--- src/rtl/sb_hfosc_if.sv ---
// Oscillator control/status bundle: power-up and enable in, divided clock and ready flag out.
interface sb_hfosc_if;
    logic CLKHFPU;
    logic CLKHFEN;
    logic CLKHF;
    logic CLKHF_RDY;

    modport master (output CLKHFPU, output CLKHFEN, input CLKHF, input CLKHF_RDY);
    modport slave  (input CLKHFPU, input CLKHFEN, output CLKHF, output CLKHF_RDY);
endinterface

--- src/rtl/sb_hfosc.sv ---
// Soft model of the iCE40 HF oscillator: start-up delay, post-divider and glitch-free enable,
// all derived from the master clk with registered outputs.
module sb_hfosc #(
    parameter           CLKHF_DIV      = "0b00",
    parameter int       STARTUP_CYCLES = 64
) (
    input  logic        clk,
    input  logic        rst,
    sb_hfosc_if.slave   osc
);
    // Unrecognised divider strings fall back to the fastest setting.
    localparam int H  = (CLKHF_DIV == "0b01") ? 2 :
                        (CLKHF_DIV == "0b10") ? 4 :
                        (CLKHF_DIV == "0b11") ? 8 : 1;
    localparam int CW = (STARTUP_CYCLES > 1) ? $clog2(STARTUP_CYCLES) : 1;
    localparam int DW = 3;

    typedef enum logic [1:0] {OFF, STARTUP, RUN} state_e;

    state_e        state_q, state_d;
    logic [CW-1:0] cnt_q, cnt_d;
    logic [DW-1:0] div_q, div_d;
    logic          clkhf_q, clkhf_d;
    logic          rdy_q, rdy_d;

    always_comb begin
        state_d = state_q;
        cnt_d   = cnt_q;
        div_d   = div_q;
        clkhf_d = clkhf_q;
        case (state_q)
            OFF: begin
                cnt_d   = '0;
                div_d   = '0;
                clkhf_d = 1'b0;
                if (osc.CLKHFPU) state_d = STARTUP;
            end
            STARTUP: begin
                div_d   = '0;
                clkhf_d = 1'b0;
                if (cnt_q == CW'(STARTUP_CYCLES - 1)) begin
                    state_d = RUN;
                    cnt_d   = '0;
                end else begin
                    cnt_d = cnt_q + CW'(1);
                end
            end
            RUN: begin
                // Gate only while low; a high phase always runs its full length.
                if (!clkhf_q && !osc.CLKHFEN) begin
                    div_d = '0;
                end else if (div_q == DW'(H - 1)) begin
                    clkhf_d = ~clkhf_q;
                    div_d   = '0;
                end else begin
                    div_d = div_q + DW'(1);
                end
            end
            default: state_d = OFF;
        endcase
        // Power-down overrides any toggle in the same cycle.
        if (!osc.CLKHFPU) begin
            state_d = OFF;
            cnt_d   = '0;
            div_d   = '0;
            clkhf_d = 1'b0;
        end
        rdy_d = (state_d == RUN);
    end

    always_ff @(posedge clk) begin
        if (rst) begin
            state_q <= OFF;
            cnt_q   <= '0;
            div_q   <= '0;
            clkhf_q <= 1'b0;
            rdy_q   <= 1'b0;
        end else begin
            state_q <= state_d;
            cnt_q   <= cnt_d;
            div_q   <= div_d;
            clkhf_q <= clkhf_d;
            rdy_q   <= rdy_d;
        end
    end

    assign osc.CLKHF     = clkhf_q;
    assign osc.CLKHF_RDY = rdy_q;
endmodule

--- src/flat_wrapper.sv ---
// flat-port wrapper written by rule: the top's interface ports become plain ports
module sb_hfosc_flat 
#(
    parameter           CLKHF_DIV      = "    ",
    parameter int       STARTUP_CYCLES = 64
)
  (clk, rst, osc_CLKHFPU, osc_CLKHFEN, osc_CLKHF, osc_CLKHF_RDY);
  sb_hfosc_if osc_i ();
  input  logic clk;
  input  logic rst;
  input wire logic [$bits(osc_i.CLKHFPU)-1:0] osc_CLKHFPU;
  input wire logic [$bits(osc_i.CLKHFEN)-1:0] osc_CLKHFEN;
  output wire logic [$bits(osc_i.CLKHF)-1:0] osc_CLKHF;
  output wire logic [$bits(osc_i.CLKHF_RDY)-1:0] osc_CLKHF_RDY;
  assign osc_i.CLKHFPU = osc_CLKHFPU;
  assign osc_i.CLKHFEN = osc_CLKHFEN;
  assign osc_CLKHF = osc_i.CLKHF;
  assign osc_CLKHF_RDY = osc_i.CLKHF_RDY;
  sb_hfosc #(.CLKHF_DIV(CLKHF_DIV), .STARTUP_CYCLES(STARTUP_CYCLES)) u_core (.clk(clk), .rst(rst), .osc(osc_i));
endmodule
--- config.mk ---
export PLATFORM = sky130hd
export DESIGN_NAME = sb_hfosc_flat
export DESIGN_NICKNAME = d
export VERILOG_FILES = /design/src/rtl/sb_hfosc_if.sv /design/src/rtl/sb_hfosc.sv /design/src/flat_wrapper.sv
export SDC_FILE = /design/constraint.sdc
export NUM_CORES = 1
export LEC_CHECK = 0
export BUFFER_PORTS_ARGS = -buffer_cell sky130_fd_sc_hd__buf_2
export CORE_MARGIN = 2
export CORE_UTILIZATION = 50
export CTS_CLUSTER_SIZE = 30
export DETAILED_ROUTE_END_ITERATION = 6
export GPL_TIMING_DRIVEN = 0
export PLACE_DENSITY = 0.76
export SETUP_SLACK_MARGIN = 0.05
export SYNTH_ARGS = -nofsm -noshare
export SYNTH_HDL_FRONTEND = slang
export SYNTH_SLANG_ARGS = --single-unit
--- constraint.sdc ---
create_clock -name clk -period 1.85 [get_ports clk]
set_input_delay 0.555 -clock clk [delete_from_list [all_inputs] [get_ports clk]]
set_output_delay 0.555 -clock clk [all_outputs]
set_load 0.01 [all_outputs]
==> out/results.ini <==
[timing]
tightestPinTransition_ns = 0.459
maxSlewViolCount = 0
setup-violations-final = 0
period_needed_ns = 1.51
finalHoldViolCount = 0
rsz0062_at_grt = no
whs_ns = 0.495
post-route-period-util_pct = 81.5
finalSetupTns_ns = 0
fmax_mhz = 663
slew_headroom_pct = 69.4
fin_skew_ns = 0.000328

[worst_setup_path]
cp-end-kind = flip-flop
critPathCapture = u_core.cnt_q[4]
cp_max_fo = 7
start_kind = flip-flop
r2r-end = u_core.cnt_q[4]
path_cells = ha_1 -> nand3_2 -> or4_1 -> o31ai_1
arrival_ns = 1.70
crit_slowest_cell = or4_1
slowest_delay_ns = 0.54
worstSetupPathType = reg -> reg
timing.rr.start = u_core.cnt_q[0]
path_depth = 4
critPathRequiredTime_ns = 2.04
path_buf_inv = 0
cp_top_family = simple AND/OR/NAND/NOR gates
r2r_slack_ns = 0.34
rr_worst_depth = 4
crit_start = u_core.cnt_q[0]

[cts]
clk_latency_ns = 0.28
cts_root_buf = clkbuf_4
cts_tree = yes
cts-hold-fix-buffers = 0
cts_max_level = 1
cts_resized = 0
clockBufferDepth = 2
cts_inserted_buffers = 3
cts.sinks = 13
postCtsSetupBuffers = 0
path_clk_slew_ns = 0.08

[die]
rows = 13
core_area_um2 = 1270
die_w_um = 40.5
start_util_pct = 52.5
fp.dieH_um = 40.5
ios = 6
dieArea_um2 = 1640

[synth]
synth_edf_count = 0
synth_nets = 81
synth_cell_types = 29
synthFlopType = dfxtp_1
synthCells = 74
avgSynthCellArea_um2 = 9.00
synth_seq_cells = 13
synth-async-reset-ratio_pct = 0
syn_area_um2 = 666
ys_seq_area_share_pct = 39.1
ys_warn_count = 0

[detailed_routing]
viasPerCell = 5.96
routedWlPerCell_um = 13.1
wirelength_um = 1290
detail-route-antenna-nets = 0
drt_iter0_drc = 5
drt_pass1_iterations = 2
vias = 584
post-route-drc-count = 0

[placement]
dp.cells = 94
place_area_um2 = 709
gp_congestion = 0.723
port_buffers = 5
dp_hpwl_um = 981

[power]
internal-power_uw = 376
p_leak_nw = 0.251
power_per_cell_area_nw_per_um2 = 659
vdd_drop_max_v = 0.000345
seq_power_share_pct = 58.4
clkPwrFrac_pct = 36.1
pwr-share-comb_pct = 5.5
p_sw_share_pct = 22.4
power_switching_uw = 108

[layout]
final_nets = 91
num_antenna_cells = 0
fillerInstances = 115
fin_area_um2 = 736
final_core_util_pct = 58.0
stdcell_count = 98
drive_above_1_share_pct = 18.1
area_growth_pct = 10.5

[global_route]
antenna_found_initial = 0
grt_use_met3_pct = 3.33
grt.busiest_layer = met2
grtUsageTotal_pct = 19.2
grt_pass1_wl_um = 2060
grt_pass1_vias = 505
grt_use_met2_pct = 33.7
overflow = 0
grt_start_max_net_pins = 11
met1_usage_pct = 21.6

[run_status]
status = complete, no violations

[min_path]
holdCritPathClass = reg -> reg

[run]
maxCapViolCount = 0

cells in the mapped netlist, types with 2 or more instances:
master / number / area (um2)
or4_1: 2 / 15.0
nand4_1: 2 / 12.5
nor2b_1: 3 / 18.8
dfxtp_1: 13 / 260
o211ai_1: 4 / 30.0
buf_2: 2 / 10.0
ha_1: 3 / 37.5
o2111ai_1: 3 / 26.3
nand2_1: 4 / 15.0
o21ai_1: 3 / 15.0
nand3_1: 2 / 10.0
nand2b_1: 2 / 12.5
nor2_1: 3 / 11.3
a31oi_1: 2 / 12.5
a21oi_1: 7 / 35.0
inv_1: 5 / 18.8
a211oi_1: 2 / 15.0
flip-flops by register name, summed over array words and instances (netlist names):
register	cells
u_core.osc.CLKHF	1
u_core.cnt_q	6
u_core.osc.CLKHF_RDY	1
u_core.div_q	3
u_core.state_q	2
placed cells by master, fill, tap and decap left out, drive strengths merged:
cell	n
a211oi	3
a21oi	7
a31oi	2
a41oi	1
and2b	2
and3	1
buf	7
clkbuf	5
dfxtp	13
ha	3
inv	5
nand2	4
nand2b	3
nand3	3
nand3b	1
nand4	2
nor2	3
nor2b	3
o2111ai	3
o211ai	4
o21ai	3
o21ba	1
o31ai	1
or4	2
or4b	1
power groups by stage:
stage | Combinational [mW] | Clock (mW) | Sequential (mW)
floorplan | 0.0184 | 0 | 0.289
global placement | 0.0261 | 0 | 0.290
detailed placement | 0.0266 | 0 | 0.290
CTS | 0.0267 | 0.181 | 0.283
global route | 0.0295 | 0.193 | 0.284
finish | 0.0266 | 0.175 | 0.283
layout make-up:
cell class / instances / area [um2] / area share [%]
Buffer: 3 / 13.8 / 1.87
Clock buffer: 4 / 26.3 / 3.57
Inverter: 5 / 18.8 / 2.55
Multi-Input combinational cell: 53 / 373 / 50.7
Sequential cell: 13 / 260 / 35.4
Tap cell: 15 / 18.8 / 2.55
Timing Repair Buffer: 5 / 25.0 / 3.40
routing by layer:
layer,share of wire [%],up-vias,wire (um)
li1,-,296,-
met1,45,275,577
met2,50,8,646
met3,2.3,5,29
met4,2.6,0,34
met5,0,-,0
logic make-up after synthesis:
kind of cell | after synthesis | synth area share [%]
fa+ha+maj | 3 | 5.64
flops | 13 | 39.1
simple gates | 25 | 24.4
buf+inv | 8 | 4.89
compound gates | 25 | 25.9
through the flow:
stage	power [mW]	setup WS, ns
finish	0.485	0.342
global route	0.507	0.234
CTS	0.491	0.328
detailed placement	0.316	0.331
global placement	0.316	0.375
floorplan	0.308	0.487
how the worst min path moves through the flow:
stage / slack [ns] / from / to / cells after the start
2_1_floorplan: 0.46 / u_core.div_q[0] / u_core.div_q[0] / 2
3_3_place_gp: 0.47 / u_core.div_q[0] / u_core.div_q[0] / 2
3_5_place_dp: 0.49 / u_core.div_q[1] / u_core.div_q[1] / 2
4_1_cts: 0.50 / u_core.div_q[1] / u_core.div_q[1] / 2
5_1_grt: 0.52 / u_core.div_q[1] / u_core.div_q[1] / 2
6_report: 0.49 / u_core.div_q[1] / u_core.div_q[1] / 2
tightest hold or removal path, stage by stage (launching register included):
cell and delay, ns:
dfxtp_1 0.33, nand3_1 0.06, a21oi_1 0.06
No activity file was read; power rests on OpenSTA's default activity.
